<file path="src/rtl/wb_cmd_master_if.sv">
// Command/response handshake plus Wishbone classic initiator signals for wb_cmd_master.
// Signal suffixes give the direction as seen from the master (DUT) side.
interface wb_cmd_master_if;
    logic        cmd_valid_i;
    logic        cmd_ready_o;
    logic        cmd_we_i;
    logic [31:0] cmd_adr_i;
    logic [31:0] cmd_dat_i;
    logic [3:0]  cmd_sel_i;

    logic        rsp_valid_o;
    logic        rsp_ready_i;
    logic [31:0] rsp_dat_o;
    logic        rsp_err_o;

    logic        wbm_cyc_o;
    logic        wbm_stb_o;
    logic        wbm_we_o;
    logic [3:0]  wbm_sel_o;
    logic [31:0] wbm_adr_o;
    logic [31:0] wbm_dat_o;
    logic [31:0] wbm_dat_i;
    logic        wbm_ack_i;

    modport master (
        input  cmd_valid_i, cmd_we_i, cmd_adr_i, cmd_dat_i, cmd_sel_i,
        output cmd_ready_o,
        output rsp_valid_o, rsp_dat_o, rsp_err_o,
        input  rsp_ready_i,
        output wbm_cyc_o, wbm_stb_o, wbm_we_o, wbm_sel_o, wbm_adr_o, wbm_dat_o,
        input  wbm_dat_i, wbm_ack_i
    );

    modport slave (
        output cmd_valid_i, cmd_we_i, cmd_adr_i, cmd_dat_i, cmd_sel_i,
        input  cmd_ready_o,
        input  rsp_valid_o, rsp_dat_o, rsp_err_o,
        output rsp_ready_i,
        input  wbm_cyc_o, wbm_stb_o, wbm_we_o, wbm_sel_o, wbm_adr_o, wbm_dat_o,
        output wbm_dat_i, wbm_ack_i
    );
endinterface

</file>
<file path="src/rtl/wb_cmd_master.sv">
// Single-outstanding command-to-Wishbone-classic bridge with a held response slot.
// Define WB_CMD_MASTER_TIMEOUT_EN to abort transfers not acked within TIMEOUT_CYCLES bus cycles.
module wb_cmd_master #(
    parameter int unsigned TIMEOUT_CYCLES = 255
) (
    input  logic            wb_clk_i,
    input  logic            wb_rst_i,
    wb_cmd_master_if.master bus_io
);

    if (TIMEOUT_CYCLES == 0 || TIMEOUT_CYCLES > 65535) begin : g_timeout_range
        $error("wb_cmd_master: TIMEOUT_CYCLES must be within 1..65535");
    end

    typedef enum logic [1:0] {
        StIdle = 2'b00,
        StBus  = 2'b01,
        StResp = 2'b10
    } state_e;

    state_e      state_q, state_d;
    logic        cyc_q, cyc_d;
    logic        we_q, we_d;
    logic [3:0]  sel_q, sel_d;
    logic [31:0] adr_q, adr_d;
    logic [31:0] dat_q, dat_d;
    logic [31:0] rsp_dat_q, rsp_dat_d;

`ifdef WB_CMD_MASTER_TIMEOUT_EN
    localparam logic [15:0] TimeoutLast = 16'(TIMEOUT_CYCLES - 1);

    logic [15:0] cnt_q, cnt_d;
    logic        rsp_err_q, rsp_err_d;
    logic        timeout;

    // cnt_q counts completed BUS cycles, so it equals TimeoutLast in the final allowed cycle.
    assign timeout = (cnt_q == TimeoutLast);
`endif

    always_comb begin
        state_d   = state_q;
        cyc_d     = cyc_q;
        we_d      = we_q;
        sel_d     = sel_q;
        adr_d     = adr_q;
        dat_d     = dat_q;
        rsp_dat_d = rsp_dat_q;
`ifdef WB_CMD_MASTER_TIMEOUT_EN
        cnt_d     = cnt_q;
        rsp_err_d = rsp_err_q;
`endif
        unique case (state_q)
            StIdle: begin
                if (bus_io.cmd_valid_i) begin
                    state_d = StBus;
                    cyc_d   = 1'b1;
                    we_d    = bus_io.cmd_we_i;
                    sel_d   = bus_io.cmd_sel_i;
                    adr_d   = bus_io.cmd_adr_i;
                    dat_d   = bus_io.cmd_dat_i;
`ifdef WB_CMD_MASTER_TIMEOUT_EN
                    cnt_d   = '0;
`endif
                end
            end
            StBus: begin
`ifdef WB_CMD_MASTER_TIMEOUT_EN
                cnt_d = cnt_q + 16'd1;
`endif
                // An ack in the last allowed cycle takes priority over the timeout.
                if (bus_io.wbm_ack_i) begin
                    state_d   = StResp;
                    cyc_d     = 1'b0;
                    rsp_dat_d = we_q ? 32'h0 : bus_io.wbm_dat_i;
`ifdef WB_CMD_MASTER_TIMEOUT_EN
                    rsp_err_d = 1'b0;
                end else if (timeout) begin
                    state_d   = StResp;
                    cyc_d     = 1'b0;
                    rsp_dat_d = 32'h0;
                    rsp_err_d = 1'b1;
`endif
                end
            end
            StResp: begin
                if (bus_io.rsp_ready_i) begin
                    state_d = StIdle;
                end
            end
            default: begin
                state_d = StIdle;
                cyc_d   = 1'b0;
            end
        endcase
    end

    always_ff @(posedge wb_clk_i or posedge wb_rst_i) begin
        if (wb_rst_i) begin
            state_q   <= StIdle;
            cyc_q     <= 1'b0;
            we_q      <= 1'b0;
            sel_q     <= '0;
            adr_q     <= '0;
            dat_q     <= '0;
            rsp_dat_q <= '0;
        end else begin
            state_q   <= state_d;
            cyc_q     <= cyc_d;
            we_q      <= we_d;
            sel_q     <= sel_d;
            adr_q     <= adr_d;
            dat_q     <= dat_d;
            rsp_dat_q <= rsp_dat_d;
        end
    end

`ifdef WB_CMD_MASTER_TIMEOUT_EN
    always_ff @(posedge wb_clk_i or posedge wb_rst_i) begin
        if (wb_rst_i) begin
            cnt_q     <= '0;
            rsp_err_q <= 1'b0;
        end else begin
            cnt_q     <= cnt_d;
            rsp_err_q <= rsp_err_d;
        end
    end

    assign bus_io.rsp_err_o = rsp_err_q;
`else
    assign bus_io.rsp_err_o = 1'b0;
`endif

    // Ready is masked by reset so no command can appear accepted while reset is held.
    assign bus_io.cmd_ready_o = (state_q == StIdle) && !wb_rst_i;
    assign bus_io.rsp_valid_o = (state_q == StResp);
    assign bus_io.rsp_dat_o   = rsp_dat_q;

    assign bus_io.wbm_cyc_o = cyc_q;
    assign bus_io.wbm_stb_o = cyc_q;
    assign bus_io.wbm_we_o  = we_q;
    assign bus_io.wbm_sel_o = sel_q;
    assign bus_io.wbm_adr_o = adr_q;
    assign bus_io.wbm_dat_o = dat_q;

endmodule

</file>
<file path="src/flat_wrapper.sv">
// flat-port wrapper written by rule: the top's interface ports become plain ports
module wb_cmd_master_flat 
#(
    parameter int unsigned TIMEOUT_CYCLES = 255
)
  (wb_clk_i, wb_rst_i, bus_io_cmd_valid_i, bus_io_cmd_we_i, bus_io_cmd_adr_i, bus_io_cmd_dat_i, bus_io_cmd_sel_i, bus_io_cmd_ready_o, bus_io_rsp_valid_o, bus_io_rsp_dat_o, bus_io_rsp_err_o, bus_io_rsp_ready_i, bus_io_wbm_cyc_o, bus_io_wbm_stb_o, bus_io_wbm_we_o, bus_io_wbm_sel_o, bus_io_wbm_adr_o, bus_io_wbm_dat_o, bus_io_wbm_dat_i, bus_io_wbm_ack_i);
  wb_cmd_master_if bus_io_i ();
  input  logic wb_clk_i;
  input  logic wb_rst_i;
  input wire logic [$bits(bus_io_i.cmd_valid_i)-1:0] bus_io_cmd_valid_i;
  input wire logic [$bits(bus_io_i.cmd_we_i)-1:0] bus_io_cmd_we_i;
  input wire logic [$bits(bus_io_i.cmd_adr_i)-1:0] bus_io_cmd_adr_i;
  input wire logic [$bits(bus_io_i.cmd_dat_i)-1:0] bus_io_cmd_dat_i;
  input wire logic [$bits(bus_io_i.cmd_sel_i)-1:0] bus_io_cmd_sel_i;
  output wire logic [$bits(bus_io_i.cmd_ready_o)-1:0] bus_io_cmd_ready_o;
  output wire logic [$bits(bus_io_i.rsp_valid_o)-1:0] bus_io_rsp_valid_o;
  output wire logic [$bits(bus_io_i.rsp_dat_o)-1:0] bus_io_rsp_dat_o;
  output wire logic [$bits(bus_io_i.rsp_err_o)-1:0] bus_io_rsp_err_o;
  input wire logic [$bits(bus_io_i.rsp_ready_i)-1:0] bus_io_rsp_ready_i;
  output wire logic [$bits(bus_io_i.wbm_cyc_o)-1:0] bus_io_wbm_cyc_o;
  output wire logic [$bits(bus_io_i.wbm_stb_o)-1:0] bus_io_wbm_stb_o;
  output wire logic [$bits(bus_io_i.wbm_we_o)-1:0] bus_io_wbm_we_o;
  output wire logic [$bits(bus_io_i.wbm_sel_o)-1:0] bus_io_wbm_sel_o;
  output wire logic [$bits(bus_io_i.wbm_adr_o)-1:0] bus_io_wbm_adr_o;
  output wire logic [$bits(bus_io_i.wbm_dat_o)-1:0] bus_io_wbm_dat_o;
  input wire logic [$bits(bus_io_i.wbm_dat_i)-1:0] bus_io_wbm_dat_i;
  input wire logic [$bits(bus_io_i.wbm_ack_i)-1:0] bus_io_wbm_ack_i;
  assign bus_io_i.cmd_valid_i = bus_io_cmd_valid_i;
  assign bus_io_i.cmd_we_i = bus_io_cmd_we_i;
  assign bus_io_i.cmd_adr_i = bus_io_cmd_adr_i;
  assign bus_io_i.cmd_dat_i = bus_io_cmd_dat_i;
  assign bus_io_i.cmd_sel_i = bus_io_cmd_sel_i;
  assign bus_io_cmd_ready_o = bus_io_i.cmd_ready_o;
  assign bus_io_rsp_valid_o = bus_io_i.rsp_valid_o;
  assign bus_io_rsp_dat_o = bus_io_i.rsp_dat_o;
  assign bus_io_rsp_err_o = bus_io_i.rsp_err_o;
  assign bus_io_i.rsp_ready_i = bus_io_rsp_ready_i;
  assign bus_io_wbm_cyc_o = bus_io_i.wbm_cyc_o;
  assign bus_io_wbm_stb_o = bus_io_i.wbm_stb_o;
  assign bus_io_wbm_we_o = bus_io_i.wbm_we_o;
  assign bus_io_wbm_sel_o = bus_io_i.wbm_sel_o;
  assign bus_io_wbm_adr_o = bus_io_i.wbm_adr_o;
  assign bus_io_wbm_dat_o = bus_io_i.wbm_dat_o;
  assign bus_io_i.wbm_dat_i = bus_io_wbm_dat_i;
  assign bus_io_i.wbm_ack_i = bus_io_wbm_ack_i;
  wb_cmd_master #(.TIMEOUT_CYCLES(TIMEOUT_CYCLES)) u_core (.wb_clk_i(wb_clk_i), .wb_rst_i(wb_rst_i), .bus_io(bus_io_i));
endmodule
</file>
<file path="config.mk">
export PLATFORM = sky130hd
export DESIGN_NAME = wb_cmd_master_flat
export DESIGN_NICKNAME = d
export VERILOG_FILES = /design/src/rtl/wb_cmd_master_if.sv /design/src/rtl/wb_cmd_master.sv /design/src/flat_wrapper.sv
export SDC_FILE = /design/constraint.sdc
export NUM_CORES = 1
export LEC_CHECK = 0
export ABC_AREA = 1
export CAP_MARGIN = 20
export CORE_ASPECT_RATIO = 1.2
export CORE_MARGIN = 1.5
export CORE_UTILIZATION = 36
export DETAILED_ROUTE_END_ITERATION = 12
export DONT_BUFFER_PORTS = 1
export PLACE_DENSITY_LB_ADDON = 0.08
export REMOVE_ABC_BUFFERS = 1
export SYNTH_ARGS = -nofsm -noshare
export SYNTH_HDL_FRONTEND = slang
export SYNTH_SLANG_ARGS = --single-unit
</file>
<file path="constraint.sdc">
create_clock -name wb_clk_i -period 5.13 [get_ports wb_clk_i]
set_input_delay 1.026 -clock wb_clk_i [delete_from_list [all_inputs] [get_ports wb_clk_i]]
set_output_delay 1.026 -clock wb_clk_i [all_outputs]
set_load 0.05 [all_outputs]
</file>
* Yosys cells after proc, flatten, opt, wreduce, memory -nomap -nowiden *
Index checks and enable logic that the tools add are counted.

word-level totals
  bits in registers = 104
  input port bits = 106
  output and inout bits = 106
  logic and storage cells = 28

operators by class
  equality and inequality tests = 5
  mux-type cells = 8
  bitwise gates (word level) = 1
  reductions and logical operators = 7

operators with widths
  cell                count
  $mux 32             1
  $mux 2              3
  $pmux 2 s3          1
  $reduce_and 3->1    2
  $ne 2x2->1 const B  2
  $reduce_and 2->1    2
  $pmux 1 s3          1
  $eq 2x1->1 const B  1
  $eq 2x2->1 const B  1
  $logic_not 2->1     1
  $mux 1              2
  $ne 2x1->1 const B  1
  $logic_and 1x1->1   1
  $logic_not 1->1     1
  $not 1->1           1

* Longest topological paths before layout *
  word-level depth = 3
  depth in mapped cells = 6
  depth with buffers taken out = 5

* Worst setup path after synthesis *
No wires, ideal clock.

  path type = input to output
  from = input port wb_rst_i
  to = output port bus_io_cmd_ready_o
  arrival = 2.071 ns
  data required time = 4.104 ns
  path slack = 2.033 ns
  stages = 1
  buffers on the path = 0
  cells stage by stage = nor3_1

on the way
  word-level cells in the longest chain between the ends = 2

RTL lines
  item                              line                  source
  start: declaration                flat_wrapper.sv:9     input logic wb_rst_i;
  $logic_not 1->1 (no source line)  -
  $logic_and 1x1->1                 wb_cmd_master.sv:134  assign bus_io.cmd_ready_o = (state_q == StIdle) && !wb_rst_i;
  end: declaration                  flat_wrapper.sv:15    output wire logic [$bits(bus_io_i.cmd_ready_o)-1:0] bus_io_cmd_ready_o;

Every way passes these cells.

* Final worst setup path *
  from = register u_core.state_q[1]
  to = output port bus_io_rsp_valid_o

on the way
  word-level cells in the longest chain between the ends = 1

RTL lines
  item                      line                  source
  start: declaration        wb_cmd_master.sv:21   state_e state_q, state_d;
  start signal: assignment  wb_cmd_master.sv:99   state_q <= StIdle;
  start signal: assignment  wb_cmd_master.sv:107  state_q <= state_d;
  $eq 2x2->1                wb_cmd_master.sv:135  assign bus_io.rsp_valid_o = (state_q == StResp);
  end: declaration          flat_wrapper.sv:16    output wire logic [$bits(bus_io_i.rsp_valid_o)-1:0] bus_io_rsp_valid_o;

Every way passes these cells.

==> results.env <==
ROUTE.DETAILED.DRC=0
DP.FINAL_HPWL_UM=6610
DIE_AREA_SQ_UM=12200
NUMBER_OF_ANTENNA_VIOLATIONS_AT_THE_FIRST_CHECK_IN_GLOBAL_ROUTING=0
PERIOD_MINUS_SLACK_NS=2.60
FINAL_CORE_DENSITY=0.405
HIGHEST_NET_FANOUT_ALONG_THE_WORST_PATH=4
HORIZ_DIE_DIM_UM=101
WORSTHOLDPATHTYPE='reg -> reg'
NUMCLOCKSINKS=104
CLK_PIN_SLEW_NS=0.07
POST_ROUTE_CELLS_DRIVE_ABOVE_1_SHARE=0.0541
ANT_NETS=0
FLOORPLAN.DIE.HEIGHT_UM=120
VIAS_PER_CELL=4.90
PLACE.PORT_BUFFERS=0
VIA_TOTAL_AFTER_DETAILED_ROUTING=2928
RSZ0062_AT_GRT='no'
FMAXACHIEVABLE_MHz=385
HOLDBUFCOUNTCTS=0
GRT_PASS1_VIAS=2892
WORSTMARGINPINSLEW_NS=0.933
AREA_GROWTH_SYN_TO_LAYOUT_PCT=8.92
ANTENNA_CELLS=0
GRT_OVERFLOW=0
WORST-ENDPOINT-REQUIRED_NS=4.10
CRITPATHARRIVALTIME_NS=1.57
MIN_PERIOD_OVER_PERIOD=0.506
SOURCE_TO_SINK_CLOCK_DELAY_AT_THE_LATER_PIN_OF_THE_WORST_SKEW_PAIR_NS=0.34
YOSYS-TOP-CELLS-COUNT='sky130_fd_sc_hd__nand2_1 (205), sky130_fd_sc_hd__dfrtp_1 (104), sky130_fd_sc_hd__nand3_1 (69), sky130_fd_sc_hd__o21ai_1 (29), sky130_fd_sc_hd__buf_2 (17)'
SYNTH_ENABLE_FLOP_CELLS=0
YOSYSSEQAREASHARE=0.629
HOLD_VIOL=0
CRIT_PATH_CLASS='reg -> out'
CELL_AREA_AFTER_SYNTHESIS_SQ_UM=4140
SYNTH_FLOP_CELL='sky130_fd_sc_hd__dfrtp_1'
CTS_HTREE_LEVELS=3
YOSYS_WARNING_COUNT=0
RUN_STATUS='finished clean'
TRITONCTS='built'
CTS-ROOT-TO-SINK-BUFFERS=2
CRITICAL-PATH-SLOWEST-CELL='sky130_fd_sc_hd__nor2_1'
YS_ASYNC_RST_SHARE=1.00
DR.FIRST_ITER.DRC_COUNT=109
SETUP_VIOL_COUNT_FINAL=0
AVGSYNTHCELLAREA_SQ_UM=9.04
SLEW-LIMIT-HEADROOM=0.377
CRITICAL_PATH.MAX_STAGE_DELAY_NS=0.70
TIMING.FINAL.MAX_SLEW_VIOLATIONS=0
GLOBALPLACE.CONGESTION=0.748
SYNTH.FF_LATCH_COUNT=104
CRITPATHTOPFAMILY='simple AND/OR/NAND/NOR gates'
SYNTHESIS.INSTANCES=458
FIN_WORST_SKEW_NS=0.00912
SYNTHMOSTINSTANTIATEDCELL='sky130_fd_sc_hd__nand2_1'
FINISH.NET_COUNT=545
FLOORPLAN.INITIALDENSITY=0.372
CORE_AREA_SQ_UM=11100
POSTCTSRESIZEDCELLS=0
FLOORPLAN.IO_PINS=212
PLACEMENTROWS=42
OVERALL_TRACK_DEMAND_OVER_CAPACITY_IN_GLOBAL_ROUTING=0.166
SETUP_TOTAL_NEGATIVE_SLACK_NS=0
WORSTSETUPSTARTPOINTTYPE='flip-flop'
GRT_PASS1_WL_UM=15500
SYNTH_LARGEST_AREA_CELL='sky130_fd_sc_hd__dfrtp_1'
SYNTH.AREA.TOP_CELLS='sky130_fd_sc_hd__dfrtp_1 (63%), sky130_fd_sc_hd__nand2_1 (19%), sky130_fd_sc_hd__nand3_1 (8.3%), sky130_fd_sc_hd__o21ai_1 (3.5%), sky130_fd_sc_hd__buf_2 (2.1%)'
FILLERS=1152
WORST_PATH_BUFS_INVS=1
DETAIL_ROUTE.WL_PER_CELL_UM=16.9
NUMCTSBUFFERS=9
SYNTH_TOP_AREA_SHARE=0.629
NUMBER_OF_BUFFERS_INSERTED_BY_POST_CTS_SETUP_REPAIR=0
SYNTH_CELL_TYPE_COUNT=19
GRT_START_MAX_NET_PINS=71
DRT_PRE_ANTENNA_ITERS=4
FF_LATCH_AREA_SQ_UM=2600
CRITICAL_PATH.CELL_CHAIN='inv_2, nor2_1'
END_KIND='output port'
MAXCAPVIOLCOUNT=0
MULTI_INPUT_LOGIC_AREA_SQ_UM=1340
BUFFER_TYPE_AT_THE_CLOCK_TREE_ROOT='sky130_fd_sc_hd__clkbuf_16'
POSTROUTEWIRELENGTH_UM=10100
per-layer routing:
metal / up-vias / part of all wire / global-route usage
met1: 1335 / 0.42 / 0.211
met3: 15 / 0.12 / 0.0763
met2: 159 / 0.44 / 0.247
met4: 0 / 0.022 / 0.0643
li1: 1419 / - / -
met5: - / 0 / 0
sequential cells by signal, indices dropped and copies added (netlist names):
signal / cells
u_core.state_q: 2
u_core.bus_io.wbm_we_o: 1
u_core.bus_io.wbm_dat_o: 32
u_core.bus_io.wbm_cyc_o: 1
u_core.bus_io.rsp_dat_o: 32
u_core.bus_io.wbm_sel_o: 4
u_core.bus_io.wbm_adr_o: 32
worst paths after layout:
check	startpoint	to	slack, ns	depth (start not counted)
worst min-delay path	u_core.state_q[0]	u_core.state_q[1]	0.65	1
min in group asynchronous	wb_rst_i	u_core.bus_io.wbm_adr_o[25]	0.69	1
worst min register to register	u_core.state_q[0]	u_core.state_q[1]	0.65	1
max in group asynchronous	wb_rst_i	u_core.bus_io.wbm_adr_o[23]	3.37	2
worst max register to register	u_core.state_q[0]	u_core.bus_io.wbm_sel_o[1]	2.65	6
worst max-delay path	u_core.state_q[1]	bus_io_rsp_valid_o	2.53	2
metrics by stage:
step | area, sq um | worst slack [ns] | hold slack (ns) | cells
after CTS | 4510 | 2.51 | 0.649 | 598
after detailed placement | 4210 | 2.63 | 0.651 | 582
after global routing | 4510 | 2.41 | 0.681 | 598
after global placement | 4180 | 2.64 | 0.610 | 581
after floorplan | 3950 | 1.37 | 0.581 | 423
final | 4510 | 2.53 | 0.647 | 598
cells by family (layout without fill, tap and decap cells):
family | count (synthesis) | count (layout) | share of synthesized area
other | 1 | 1 | 0.000906
DFF | 104 | 104 | 0.629
buffers and inverters | 39 | 25 | 0.0499
AOI/OAI and AO/OA | 35 | 35 | 0.0435
and+or+nand+nor | 279 | 279 | 0.277
worst register-to-register path: stages, from the launching register on:
cell and delay [ns]:
sky130_fd_sc_hd__dfrtp_1 0.47, sky130_fd_sc_hd__nor2_4 0.13, sky130_fd_sc_hd__buf_4 0.55, sky130_fd_sc_hd__nand2_2 0.60, sky130_fd_sc_hd__buf_4 0.44, sky130_fd_sc_hd__nand2_1 0.12
sky130_fd_sc_hd__nand2_1 0.06
final cells by class:
class / count / share of cell area
clock buffer: 13 / 0.0577
clock inverter: 3 / 0.00888
inverter: 4 / 0.00389
multi-input combinational: 315 / 0.297
sequential: 104 / 0.577
tap: 154 / 0.0427
timing repair buffer: 5 / 0.0128
cell usage in the layout (no fill, tap or decap):
cell,netlist,routed
sky130_fd_sc_hd__inv_4,0,1
sky130_fd_sc_hd__bufinv_16,0,1
sky130_fd_sc_hd__nand3b_1,1,1
sky130_fd_sc_hd__clkinv_2,0,2
sky130_fd_sc_hd__nand3_1,69,68
sky130_fd_sc_hd__buf_16,0,1
sky130_fd_sc_hd__buf_4,10,4
sky130_fd_sc_hd__nor2_4,1,1
sky130_fd_sc_hd__nand2_1,205,204
sky130_fd_sc_hd__clkbuf_16,0,9
sky130_fd_sc_hd__nand2_2,0,1
sky130_fd_sc_hd__conb_1,1,1
sky130_fd_sc_hd__nor2_1,2,2
sky130_fd_sc_hd__nand3_2,0,1
sky130_fd_sc_hd__o21ai_1,29,29
sky130_fd_sc_hd__o21bai_1,1,1
sky130_fd_sc_hd__clkbuf_8,0,2
sky130_fd_sc_hd__inv_2,1,1
sky130_fd_sc_hd__a21oi_1,1,1
sky130_fd_sc_hd__o21ai_0,3,3
sky130_fd_sc_hd__inv_1,3,2
sky130_fd_sc_hd__nor3_1,1,1
sky130_fd_sc_hd__dfrtp_1,104,104
sky130_fd_sc_hd__o31ai_1,1,1
sky130_fd_sc_hd__clkbuf_1,7,2
Power is left out: the tool's default activity adds up to more than one toggle a clock period on the data nets, which glitch-free logic cannot reach.
